`src/rtl/reg_wb_ctrl.sv`:
```
// reg_wb_ctrl: register-file writeback arbiter. Pipeline writes always win; multi-cycle
// results wait in a FIFO and drain into writeback slots the pipeline leaves free.
module reg_wb_ctrl #(
    parameter int DEPTH = 4
) (
    input  logic        clk,
    input  logic        reset,
    input  logic        pipe_valid,
    input  logic [4:0]  pipe_a3,
    input  logic [31:0] pipe_wd,
    input  logic [31:0] pipe_pc,
    input  logic        md_valid,
    input  logic [4:0]  md_a3,
    input  logic [31:0] md_wd,
    input  logic [31:0] md_pc,
    output logic        md_ready,
    input  logic [4:0]  q_a,
    output logic        q_pending,
    output logic        RegWrite,
    output logic [4:0]  a3,
    output logic [31:0] WD,
    output logic [31:0] pc
);
    localparam int PW = $clog2(DEPTH);
    localparam int CW = PW + 1;
    logic [4:0]       r_fa3 [DEPTH];
    logic [31:0]      r_fwd [DEPTH];
    logic [31:0]      r_fpc [DEPTH];
    logic [PW-1:0]    r_rd_ptr;
    logic [PW-1:0]    r_wr_ptr;
    logic [CW-1:0]    r_count;
    logic             w_pipe_issue;
    logic             w_pop;
    logic             w_push;
    logic [DEPTH-1:0] w_hit;
    assign md_ready     = r_count < CW'(DEPTH);
    assign w_pipe_issue = pipe_valid && (pipe_a3 != 5'd0);
    assign w_pop        = !w_pipe_issue && (r_count != '0);
    assign w_push       = md_valid && md_ready && (md_a3 != 5'd0);
    // A slot is occupied when its distance past the read pointer is below count.
    for (genvar i = 0; i < DEPTH; i++) begin : g_hit
        logic [PW-1:0] w_dist;
        assign w_dist   = PW'(i) - r_rd_ptr;
        assign w_hit[i] = (CW'(w_dist) < r_count) && (r_fa3[i] == q_a);
    end
    assign q_pending = (q_a != 5'd0) && (|w_hit);
    always_ff @(posedge clk) begin
        if (w_push) begin
            r_fa3[r_wr_ptr] <= md_a3;
            r_fwd[r_wr_ptr] <= md_wd;
            r_fpc[r_wr_ptr] <= md_pc;
        end
    end
    always_ff @(posedge clk) begin
        if (reset) begin
            r_count  <= '0;
            r_rd_ptr <= '0;
            r_wr_ptr <= '0;
        end else begin
            r_count <= r_count + CW'(w_push) - CW'(w_pop);
            if (w_push) r_wr_ptr <= r_wr_ptr + PW'(1);
            if (w_pop) r_rd_ptr <= r_rd_ptr + PW'(1);
        end
    end
    always_ff @(posedge clk) begin
        if (reset) begin
            RegWrite <= 1'b0;
            a3       <= '0;
            WD       <= '0;
            pc       <= '0;
        end else if (w_pipe_issue) begin
            RegWrite <= 1'b1;
            a3       <= pipe_a3;
            WD       <= pipe_wd;
            pc       <= pipe_pc;
        end else if (w_pop) begin
            RegWrite <= 1'b1;
            a3       <= r_fa3[r_rd_ptr];
            WD       <= r_fwd[r_rd_ptr];
            pc       <= r_fpc[r_rd_ptr];
        end else begin
            RegWrite <= 1'b0;
        end
    end
endmodule

```
`config.mk`:
```
export PLATFORM = sky130hd
export DESIGN_NAME = reg_wb_ctrl
export DESIGN_NICKNAME = d
export VERILOG_FILES = /design/src/rtl/reg_wb_ctrl.sv
export SDC_FILE = /design/constraint.sdc
export NUM_CORES = 1
export LEC_CHECK = 0
export ABC_AREA = 1
export BUFFER_PORTS_ARGS = -buffer_cell sky130_fd_sc_hd__buf_2
export CAP_MARGIN = 20
export CORE_ASPECT_RATIO = 1.1
export CORE_MARGIN = 8
export CORE_UTILIZATION = 50
export DETAILED_ROUTE_END_ITERATION = 12
export PLACE_DENSITY = 0.75
export SLEW_MARGIN = 20
export SYNTH_ARGS = -nofsm -noshare
export SYNTH_HDL_FRONTEND = slang
export SYNTH_SLANG_ARGS = --single-unit
```
`constraint.sdc`:
```
create_clock -name clk -period 10.9 [get_ports clk]
set_input_delay 1.09 -clock clk [delete_from_list [all_inputs] [get_ports clk]]
set_output_delay 1.09 -clock clk [all_outputs]
set_load 0.03 [all_outputs]
```
[Word level (Yosys, flattened, before mapping)]
Memory sizes are Yosys's and may differ from the RTL's. A register that Yosys moved wholly into a read port is not among the register bits.
Cells that the tools add are included.
W data, S select, Z words.
Storage, ports and cells
  flip-flop bits (word level): 77
  latch bits: 0
  memory bits (writable): 276
  ROM bits: 0
  input port bits: 147
  output and inout bits: 72
  word-level logic and storage cells: 59
  memories kept: 3
Memories
  r_fpc: depth 4, width 32, rd ports 1, clocked after Yosys merged registers in 1, wr ports 1, line 28  | logic [31:0] r_fpc [DEPTH];
  r_fwd: depth 4, width 32, rd ports 1, clocked after Yosys merged registers in 1, wr ports 1, line 27  | logic [31:0] r_fwd [DEPTH];
  r_fa3: depth 4, width 5, rd ports 5, clocked after Yosys merged registers in 1, wr ports 1, line 26  | logic [4:0] r_fa3 [DEPTH];
Operators by class
  add/subtract/negate cells: 8
  multiply operators: 0
  divide/modulo/power cells: 0
  order comparisons: 5
  equality and inequality tests: 4
  shift-type cells: 0
  multiplexer cells: 16
  bitwise logic cells: 0
  reductions and logical operators: 16
Operators by type and width (number)
  $mux W32: 4
  $eq A5 B5 Y1: 4
  $reduce_bool A5 Y1: 3
  $lt A2 B3 Y1: 4
  $mux W2: 6
  $mux W5: 2
  $logic_and A1 B1 Y1: 9
  $add A2 B1 Y2 const B: 2
  $mux W1: 4
  $reduce_or A4 Y1: 1
  $sub A1 B2 Y2 const A: 2
  $sub A2 B2 Y2 const A: 2
  $add A3 B1 Y3: 1
  $lt A3 B3 Y1 const B: 1
  $reduce_bool A3 Y1: 1
  $sub A3 B1 Y3: 1
  $reduce_bool A2 Y1: 1
  $logic_not A1 Y1: 1

[Longest topological paths before layout]
Gate-level depths: netlist of the first run.
  depth after elaboration: 6
  gate-level depth with buffers: 14
  gate-level depth less buffers: 13

[Worst setup path before layout of the first run]
No wires, ideal clock.
  kind: in2reg
  start point: input port md_a3[3]
  end point: memory r_fa3[0][0], enable pin
  library setup time: 0.497 ns
  arrival: 4.304 ns
  setup slack: 6.100 ns
  stages: 4
  buffers on the path: 0
  cell sequence: nor3_1 -> nand2_1 -> nand3_1 -> nor2_1
On the way
  longest elaborated chain between the ends: 4
RTL lines
  from (decl): line 13  | input logic [4:0] md_a3,
  $reduce_bool A5 Y1: line 39  | assign w_push = md_valid && md_ready && (md_a3 != 5'd0);
  $logic_and A1 B1 Y1: line 39
  $mux W1: line 48  | if (w_push) begin
  $mux W1 (implied by the code): line 49  | r_fa3[r_wr_ptr] <= md_a3;
  to (decl): line 26
Every way passes these cells.

[Worst setup path in the final report of the first run]
  start point: input port pipe_a3[0]
  end point: register r_count[2]
On the way
  longest elaborated chain between the ends: 5
RTL lines
  from (decl): line 9  | input logic [4:0] pipe_a3,
  $reduce_bool A5 Y1: line 37  | assign w_pipe_issue = pipe_valid && (pipe_a3 != 5'd0);
  $logic_and A1 B1 Y1: line 37
  $logic_not A1 Y1: line 38  | assign w_pop = !w_pipe_issue && (r_count != '0);
  $logic_and A1 B1 Y1: line 38
  $sub A3 B1 Y3: line 60  | r_count <= r_count + CW'(w_push) - CW'(w_pop);
  to (signal assigned): line 60
  to (decl): line 31  | logic [CW-1:0] r_count;
Every way passes these cells.
A chain may end at the register's enable or synchronous reset.

==> flow_summary.toml, run 1 <==
[status]
status = "completed"

[global_route]
antenna_found_initial = 9
gr-usage-all-layers_pct = 19.7
grt-ovfl-total = 0
grt_busiest_layer = "met2"
grt_max_degree = 80
gr-usage-met1_pct = 23.9
met3_usage_pct = 4.25
use_met2_pct = 34.2
grt_pass1_vias = 10200
grt_pass1_wl_um = 53900

[min_path]
holdPathEnd = "WD[22]$_SDFFE_PP0P_"
min_path_cells = 2
hold_start = "WD[22]$_SDFFE_PP0P_"
min_path_type = "reg2reg"

[synthesis]
synth_top_area_share_pct = 57.9
syn_inst = 1319
synth-seq-cells = 355
synth_top_area_cell = "edfxtp_1"
yosys_warnings = 0
synthTopCellsByArea = "edfxtp_1, dfxtp_1, nand2_1"
synth.net_count = 1477
avgSynthCellArea_um2 = 10.8
ys_seq_area_share_pct = 69.0
syn_area_um2 = 14300
synth.distinct_cells = 29

[placement]
portBuffers = 218
dp_cells = 1838
finalWeightedCongestion = 0.816
place_area_um2 = 15600
dp_hpwl_um = 20600

[cells_and_area]
syn_to_final_growth_pct = 18.2
layout.nets = 1668
fin_area_um2 = 16900
layout-drive-gt1-share_pct = 20.2
area.sequential_um2 = 9870
instances_no_fill = 1908
multi_input_area_um2 = 3780
nFillCells = 2323

[pwr]
switching_share_pct = 32.5
combPwrFrac_pct = 25.9
p_leak_nw = 6.94
p_per_area_nw_per_um2 = 247
switching_power_mw = 1.35
p_int_mw = 2.82
vdd_drop_max_mv = 0.213
seqPwrFrac_pct = 42.0
p_clk_share_pct = 32.1

[clock_tree]
cts_buffers = 37
root_buffer = "clkbuf_16"
post_cts_buffers = 0
cts_tree = "built"
cts_hold_buf = 0
path_clk_slew_ns = 0.06
cts.sinks = 355
clk_latency_ns = 0.51
htree_levels = 2
cts_buffer_depth = 3
cts_resized = 0

[die]
core_area_um2 = 28400
initial_core_util_pct = 50.4
die-width_um = 177
dieArea_um2 = 34300
pin_count = 219
rows = 65
fp.dieH_um = 193

[sta]
hold_viol = 0
finalSetupViolCount = 0
tightest_slew_ns = 1.06
max_freq_mhz = 259
period_needed_ns = 3.86
maxSlewHeadroom_pct = 29.1
skew_ns = 0.0169
finalCritPeriodShare_pct = 35.4
drv_slew = 0
tns_ns = 0
rsz0062_at_grt = "no"

[detailed_routing]
ant_nets = 0
vias = 10200
drc = 0
first_pass_iters = 8
drtIter0Drc = 761
drt_wl_total_um = 34500
avgRoutedWirePerCell_um = 18.1
vias_per_cell = 5.34

[setup_path]
r2r-end = "r_count[2]$_SDFF_PP0_"
crit_path_start_kind = "input port"
arrival_ns = 4.29
crit_buf_inv = 5
path_class = "in2reg"
cp_cell_sequence = "buf_2 -> nor2_1 -> nand3_1 -> nand2_1 -> buf_4 -> nand2_1 -> inv_2 -> ha_1 -> inv_1 -> ha_1 -> inv_1 -> fa_1 -> xor2_1 -> o21ai_0 -> a21oi_1"
cpPeakStageDelay_ns = 0.76
critPathSlowestCell = "inv_2"
r2r_start = "r_count[1]$_SDFF_PP0_"
required_ns = 11.33
r2r_setup_slack_ns = 7.85
end_kind = "flip-flop"
path_delay_family = "buffers and inverters"
crit_fanout = 45
ff2ff_path_depth = 12

[job]
maxCapViolCount = 0
through the flow:
stage | setup slack [ns] | hold slack [ns] | util [%] | power [mW]
after floorplan | 6.10 | 0.471 | - | 2.55
after global placement | 6.62 | 0.456 | 54.9 | 2.83
after detailed placement | 6.52 | 0.460 | 54.9 | 2.86
after CTS | 7.05 | 0.470 | 59.5 | 4.20
after global routing | 6.77 | 0.490 | 59.6 | 4.39
final | 7.04 | 0.466 | 59.6 | 4.17
registers in the layout (all words and copies together), names as in the netlist, 2 cells and up, named ones only:
register  flops
r_fa3        20
r_wr_ptr      2
r_fpc       128
WD           32
pc           32
r_rd_ptr      2
r_fwd       128
r_count       3
a3            5
worst max path at each step:
stage | to | from | slack [ns] | cells after the start
2_1_floorplan | r_fa3[0][0]$_DFFE_PP_ | md_a3[3] | 6.10 | 4
3_3_place_gp | r_count[2]$_SDFF_PP0_ | pipe_a3[0] | 6.62 | 15
3_5_place_dp | r_count[2]$_SDFF_PP0_ | pipe_a3[0] | 6.52 | 15
4_1_cts | r_count[2]$_SDFF_PP0_ | pipe_a3[0] | 7.05 | 15
5_1_grt | r_count[2]$_SDFF_PP0_ | pipe_a3[0] | 6.77 | 15
6_report | r_count[2]$_SDFF_PP0_ | pipe_a3[0] | 7.04 | 15
synthesized netlist by cell type:
master	number
edfxtp_1	276
nand2_1	275
nor2_1	174
o21ai_0	137
nand3_1	82
dfxtp_1	79
inv_1	72
o22ai_1	51
buf_2	32
clkbuf_1	29
o21ai_1	20
a21oi_1	12
o211ai_1	12
or2_2	12
ha_1	10
buf_4	9
xnor2_1	8
xor2_1	8
buf_1	4
inv_2	4
buf_6	3
nand4_1	2
nor3_1	2
a31oi_1	1
clkinv_1	1
fa_1	1
inv_4	1
nand2_2	1
nor2_2	1
metal layers:
| layer | vias to the layer above | routed length (um) | part of all wire [%] |
|---|---|---|---|
| li1 | 4907 | - | - |
| met1 | 4898 | 13900 | 40 |
| met2 | 306 | 17200 | 50 |
| met3 | 70 | 2470 | 7.2 |
| met4 | 10 | 913 | 2.6 |
| met5 | - | 50 | 0.14 |
power by group through the flow:
stage	clock (mW)	combinational (mW)	sequential [mW]
floorplan	0	0.653	1.89
global placement	0	1.05	1.77
detailed placement	0	1.08	1.78
CTS	1.36	1.09	1.75
global route	1.42	1.20	1.77
finish	1.34	1.08	1.75
cell usage in the layout, fill, tap and decap left out, types with 10 or more instances in the layout:
cell type and instances:
buf_2 218, buf_4 10, ha_1 10, nand2_1 275, nand3_1 82, dfxtp_1 77, inv_1 70, clkbuf_16 38
o22ai_1 51, edfxtp_1 276, o21ai_0 137, o21ai_1 20, o211ai_1 12, a21oi_1 12, nor2_1 170, or2_2 12
worst min-delay path: cells and delay by family (launching register included):
family | cells | cell delay, ns
simple gates | 2 | 0.12
flops | 1 | 0.30
kinds of logic (layout without fill, tap and decap cells):
group,count (synthesis),count (layout),share of synthesized area (%)
simple gates,549,549,15.4
other cells,0,4,0
compound gates,233,233,8.82
flops,355,355,69.0
xor+xnor,16,16,0.980
buf+inv,155,372,4.76
fa+ha+maj,11,11,1.01
final cells by class:
class | instances | share of cell area (%)
Antenna cell | 4 | 0.0592
Clock buffer | 46 | 5.98
Clock inverter | 19 | 1.72
Inverter | 78 | 1.75
Multi-Input combinational cell | 809 | 22.4
Sequential cell | 355 | 58.4
Tap cell | 368 | 2.72
Timing Repair Buffer | 229 | 7.01
No activity file was read; power rests on OpenSTA's default activity.
==> run 2: changes to the inputs <==
ABC_AREA = 0   (was 1)
PLACE_DENSITY = 0.78   (was 0.75)
clock period = 3.3 ns   (was 10.9 ns; I/O delays follow)
==> run 2 against run 1 <==
Via count decreased by 21%. Routed wire length decreased by 12%. Design area decreased by 3.3%. Cell count decreased by 24%. Non-clock buffer count increased by 2. Sequential cell count unchanged. Critical path type is now reg2out. Largest cell class unchanged. Largest power group unchanged. Highest routed layer unchanged.
==> flow_summary.toml, run 2 <==
[status]
status = "completed"

[die]
pin_count = 219
rows = 63
dieArea_um2 = 33100
initial_core_util_pct = 50.9
fp.dieH_um = 190
die-width_um = 174
core_area_um2 = 27000

[detailed_routing]
drtIter0Drc = 427
avgRoutedWirePerCell_um = 21.2
vias = 8016
ant_nets = 0
drt_wl_total_um = 30500
drc = 0
first_pass_iters = 5
vias_per_cell = 5.56

[setup_path]
cp_cell_sequence = "inv_1 -> ha_1 -> nor2b_1 -> a2111oi_0 -> a21oi_1 -> a21oi_1 -> buf_2"
path_class = "reg2out"
r2r_start = "r_count[2]$_SDFF_PP0_"
required_ns = 2.97
crit_path_start_kind = "flip-flop"
cpPeakStageDelay_ns = 0.45
ff2ff_path_depth = 11
cp-startpoint = "r_count[1]$_SDFF_PP0_"
r2r-end = "r_count[2]$_SDFF_PP0_"
crit_fanout = 5
critPathSlowestCell = "dfxtp_1"
r2r_setup_slack_ns = 0.88
end_kind = "output port"
arrival_ns = 2.32
cpMostUsedCell = "a21oi_1"

[global_route]
grt_pass1_vias = 8573
gr-usage-all-layers_pct = 18.3
grt_pass1_wl_um = 48000
gr-usage-met1_pct = 22.8
grt_busiest_layer = "met2"
met3_usage_pct = 5.23
antenna_found_initial = 7
grt_max_degree = 71
use_met2_pct = 31.3
grt-ovfl-total = 0

[pwr]
design_power_total_mw = 12.8
vdd_drop_max_mv = 0.711
p_per_area_nw_per_um2 = 780
p_leak_nw = 5.86

[synthesis]
synthTopCellsByArea = "edfxtp_1, dfxtp_1, mux4_2"
syn_area_um2 = 13800
ys_seq_area_share_pct = 71.8
synth.net_count = 1004
ys.flop_type = "edfxtp_1"
synth_top_area_share_pct = 60.3
avgSynthCellArea_um2 = 16.3
synth.distinct_cells = 33
async_flop_share_pct = 0
syn_inst = 846
synth-seq-cells = 355
yosys_warnings = 0
synth_most_common_cell = "edfxtp_1"
synth_edf_count = 276
synth_commonest_cells = "edfxtp_1, dfxtp_1, nor2_1, a21oi_1"
synth_top_area_cell = "edfxtp_1"

[placement]
portBuffers = 218
dp_hpwl_um = 18700
finalWeightedCongestion = 0.789
dp_cells = 1374

[cells_and_area]
final_cell_mix = "edfxtp_1, buf_2, dfxtp_1"
layout-drive-gt1-share_pct = 33.4
layout.nets = 1214
syn_to_final_growth_pct = 19.0
instances_no_fill = 1441
final_common_cell = "edfxtp_1"
reg_top3 = "r_fpc (128), r_fwd (128)"
fin_util_pct = 60.5
antenna_cells = 0

[clock_tree]
cts.sinks = 355
cts_buffer_depth = 3
htree_levels = 2
cts_hold_buf = 0
post_cts_buffers = 0
cts_tree = "built"
cts_resized = 0
root_buffer = "clkbuf_16"
clk_latency_ns = 0.51
path_clk_slew_ns = 0.06
cts_buffers = 37

[sta]
maxSlewHeadroom_pct = 40.6
tns_ns = 0
period_needed_ns = 2.65
hold_viol = 0
drv_slew = 0
tightest_slew_ns = 0.890
rsz0062_at_grt = "no"
max_freq_mhz = 377
finalCritPeriodShare_pct = 80.3
whs_ns = 0.0403
finalSetupViolCount = 0
skew_ns = 0.0153

[min_path]
min_path_type = "in2reg"
min_path_cells = 1
holdPathEnd = "r_fwd[1][23]$_DFFE_PP_"
hold_start = "md_wd[23]"

[job]
maxCapViolCount = 0
[run 2: changes by cell type after synthesis, sizes merged, moves of 67 or more]
cell	delta
a211oi	+67
nand2	-207
o21ai	-156
inv	-67
nor2	-99
nand3	-82
mux4	+69
[run 2: critical path, delay by kind of cell (launching register included)]
family	cells	cell delay [ns]
compound gates	3	0.65
fa+ha+maj	1	0.22
buf+inv	2	0.37
flops	1	0.45
simple gates	1	0.13
[run 2: routing by layer]
layer	wire, um	share of wire, %
met5	92	0.30
met4	475	1.6
met3	2120	6.9
met2	15100	50
met1	12700	42
[run 2: kinds of logic (layout without fill, tap and decap cells)]
group                      Yosys count  in the layout  synth area share (%)
xor gates and xnor gates            26             26                  1.66
and+or+nand+nor                    163            163                  4.84
DFF                                355            355                  71.8
buffers and inverters               70            308                  2.28
muxes                               72             72                  11.5
AOI/OAI and AO/OA                  149            149                  6.87
adders and majority gates           11             11                  1.06
[run 2: cell type report]
cell class	instances	area [um^2]
Fill cell	2027	10700
Sequential cell	355	9880
Multi-Input combinational cell	421	3590
Timing Repair Buffer	231	1270
Clock buffer	53	1040
Tap cell	357	447
Clock inverter	14	101
Inverter	10	37.5
[run 2: metrics by stage]
| step | cell area [um^2] | worst slack [ns] |
|---|---|---|
| floorplan | 13800 | 0.239 |
| global placement | 15200 | 0.555 |
| detailed placement | 15200 | 0.521 |
| CTS | 16400 | 0.641 |
| global route | 16400 | 0.323 |
| finish | 16400 | 0.649 |
[run 2: worst max-delay path by stage]
stage                             to  slack [ns]
2_1_floorplan  r_fa3[0][0]$_DFFE_PP_        0.24
3_3_place_gp   r_count[2]$_SDFF_PP0_        0.56
3_5_place_dp   r_count[2]$_SDFF_PP0_        0.52
4_1_cts                    q_pending        0.64
5_1_grt                    q_pending        0.32
6_report                   q_pending        0.65
[run 2: where the power goes]
| group | total [mW] | leakage [nW] | internal (mW) | switching (mW) |
|---|---|---|---|---|
| logic | 3.24 | 2.12 | 1.27 | 1.97 |
| registers | 5.64 | 3.18 | 5.40 | 0.247 |
| clock network | 3.87 | 0.553 | 2.27 | 1.60 |
| total | 12.8 | 5.86 | 8.93 | 3.82 |
==> run 3: changes to the inputs <==
clock period = 2.4 ns   (was 3.3 ns; I/O delays follow)
==> run 3 against run 2 <==
Setup slack lost 0.62 ns. Critical path depth is the same. Combinational power grew 50%. Sequential power grew 38%. Power grew 42%. Routed wire length grew 6.3%. Die area is the same. Worst hold slack lost 0.025 ns. Sequential cell count is the same. Global-route usage grew 0.95 points. Critical path type unchanged. Largest power group unchanged.
==> flow_summary.toml, run 3 (synthesis results as in run 2) <==
[status]
status = "completed"

[sta]
maxSlewHeadroom_pct = 40.9
tightest_slew_ns = 0.886
finalSetupViolCount = 0
period_needed_ns = 2.37
worst_slack_ns = 0.0297
drv_slew = 0
hold_viol = 0
skew_ns = 0.0165
tns_ns = 0
finalCritPeriodShare_pct = 98.8
max_freq_mhz = 422

[placement]
dpl_worst_slack_ns = -0.173
place_area_um2 = 15400
dp_hpwl_um = 19700
finalWeightedCongestion = 0.818
portBuffers = 218
dp_cells = 1387

[cells_and_area]
reg_top3 = "r_fpc (128), r_fwd (128)"
fin_area_um2 = 17500
layout-drive-gt1-share_pct = 33.7
final_cell_mix = "edfxtp_1, buf_2, dlygate4sd3_1"
instances_no_fill = 1536
final_common_cell = "edfxtp_1"
syn_to_final_growth_pct = 27.2
nFillCells = 1875
layout.nets = 1307

[setup_path]
r2r_setup_slack_ns = 0.20
required_ns = 2.16
crit_fanout = 4
path_class = "reg2out"
crit_path_start_kind = "flip-flop"
arrival_ns = 2.13
end_kind = "output port"

[clock_tree]
clk_latency_ns = 0.51
htree_levels = 2
cts.sinks = 355
cts_buffer_depth = 3
cts_buffers = 37
cts_tree = "built"
root_buffer = "clkbuf_16"
path_clk_slew_ns = 0.06

[global_route]
grt_max_degree = 71
grt_pass1_vias = 9162
grt_busiest_layer = "met2"
grt-ovfl-total = 0
gr-usage-all-layers_pct = 19.3
use_met2_pct = 32.7
grt_pass1_wl_um = 50400
met3_usage_pct = 4.66
gr-usage-met1_pct = 24.5
antenna_found_initial = 3

[die]
initial_core_util_pct = 50.9
pin_count = 219
die-width_um = 174
core_area_um2 = 27000
dieArea_um2 = 33100
fp.dieH_um = 190
rows = 63

[detailed_routing]
ant_nets = 0
vias = 8556
avgRoutedWirePerCell_um = 21.1
drtIter0Drc = 540
drc = 0
first_pass_iters = 5
drt_wl_total_um = 32500
vias_per_cell = 5.57

[pwr]
p_int_mw = 12.6
switching_share_pct = 30.2
p_leak_nw = 6.34
design_power_total_mw = 18.1
combPwrFrac_pct = 26.9
switching_power_mw = 5.47
seqPwrFrac_pct = 42.9
p_clk_share_pct = 30.2
vdd_drop_max_mv = 0.661
p_per_area_nw_per_um2 = 1030

[job]
maxCapViolCount = 0

[min_path]
min_path_type = "in2reg"
run 3: cell count changes in the layout (fill, tap and decap cells not counted), sizes merged:
cell / previous run / this run
dlygate4sd3: 0 / 79
buf: 231 / 245
clkinv: 10 / 12
bufinv: 1 / 0
clkbuf: 53 / 54
clkinvlp: 1 / 0
diode: 0 / 1
run 3: final timing paths:
| check | from | endpoint | cells after the start |
|---|---|---|---|
| hold / removal | pipe_pc[19] | pc[19]$_SDFFE_PP0P_ | 3 |
| setup / recovery | r_rd_ptr[1]$_SDFFE_PP0P_ | q_pending | 7 |
| hold reg to reg | pc[14]$_SDFFE_PP0P_ | pc[14]$_SDFFE_PP0P_ | 2 |
| setup reg to reg | r_count[1]$_SDFF_PP0_ | r_count[2]$_SDFF_PP0_ | 11 |
run 3: power groups by stage:
stage | Combinational [mW] | Sequential, mW | Clock, mW
after floorplan | 2.74 | 8.28 | 0
after global placement | 4.62 | 7.84 | 0
after detailed placement | 4.70 | 7.88 | 0
after CTS | 4.85 | 7.76 | 5.56
after global routing | 5.27 | 7.83 | 5.82
final | 4.86 | 7.76 | 5.46
run 3: final cells by class:
class | count | area [um^2] | share of cell area (%)
antenna | 1 | 2.50 | 0.0143
clock buffer | 54 | 1100 | 6.30
clock inverter | 14 | 83.8 | 0.479
inverter | 10 | 37.5 | 0.215
multi-input combinational | 421 | 3680 | 21.0
sequential | 355 | 9880 | 56.5
tap | 357 | 447 | 2.55
timing repair buffer | 324 | 2260 | 12.9
run 3: timing repair:
item,4_1_cts,5_1_grt
hold buffers,79,0
setup endpoints to repair,1,1
setup buffers,0,1
pin swaps,2,5
endpoints found under the hold margin,280,0
gates resized for setup,9,8
run 3: per-stage QoR:
stage / utilization (%) / hold slack [ns]
final: 64.7 / 0.0151
after global routing: 64.7 / 0.00792
after CTS: 64.5 / 0.00104
after detailed placement: 57.1 / 0.458
after global placement: 57.1 / 0.452
after floorplan: - / 0.339
run 3: per-layer routing:
metal  share of wire (%)  vias to the layer above
met4                 2.0                        4
met1                  42                     4287
met2                  50                      326
met3                 6.5                       60
li1                    -                     3879
met5               0.080                        -
run 3: critical path: stages, from the launching register on:
cell and delay, ns:
dfxtp_2 0.36, xnor2_2 0.18, inv_1 0.07, ha_1 0.29, a221oi_2 0.29, a21oi_2 0.09, a21oi_2 0.20, buf_6 0.16
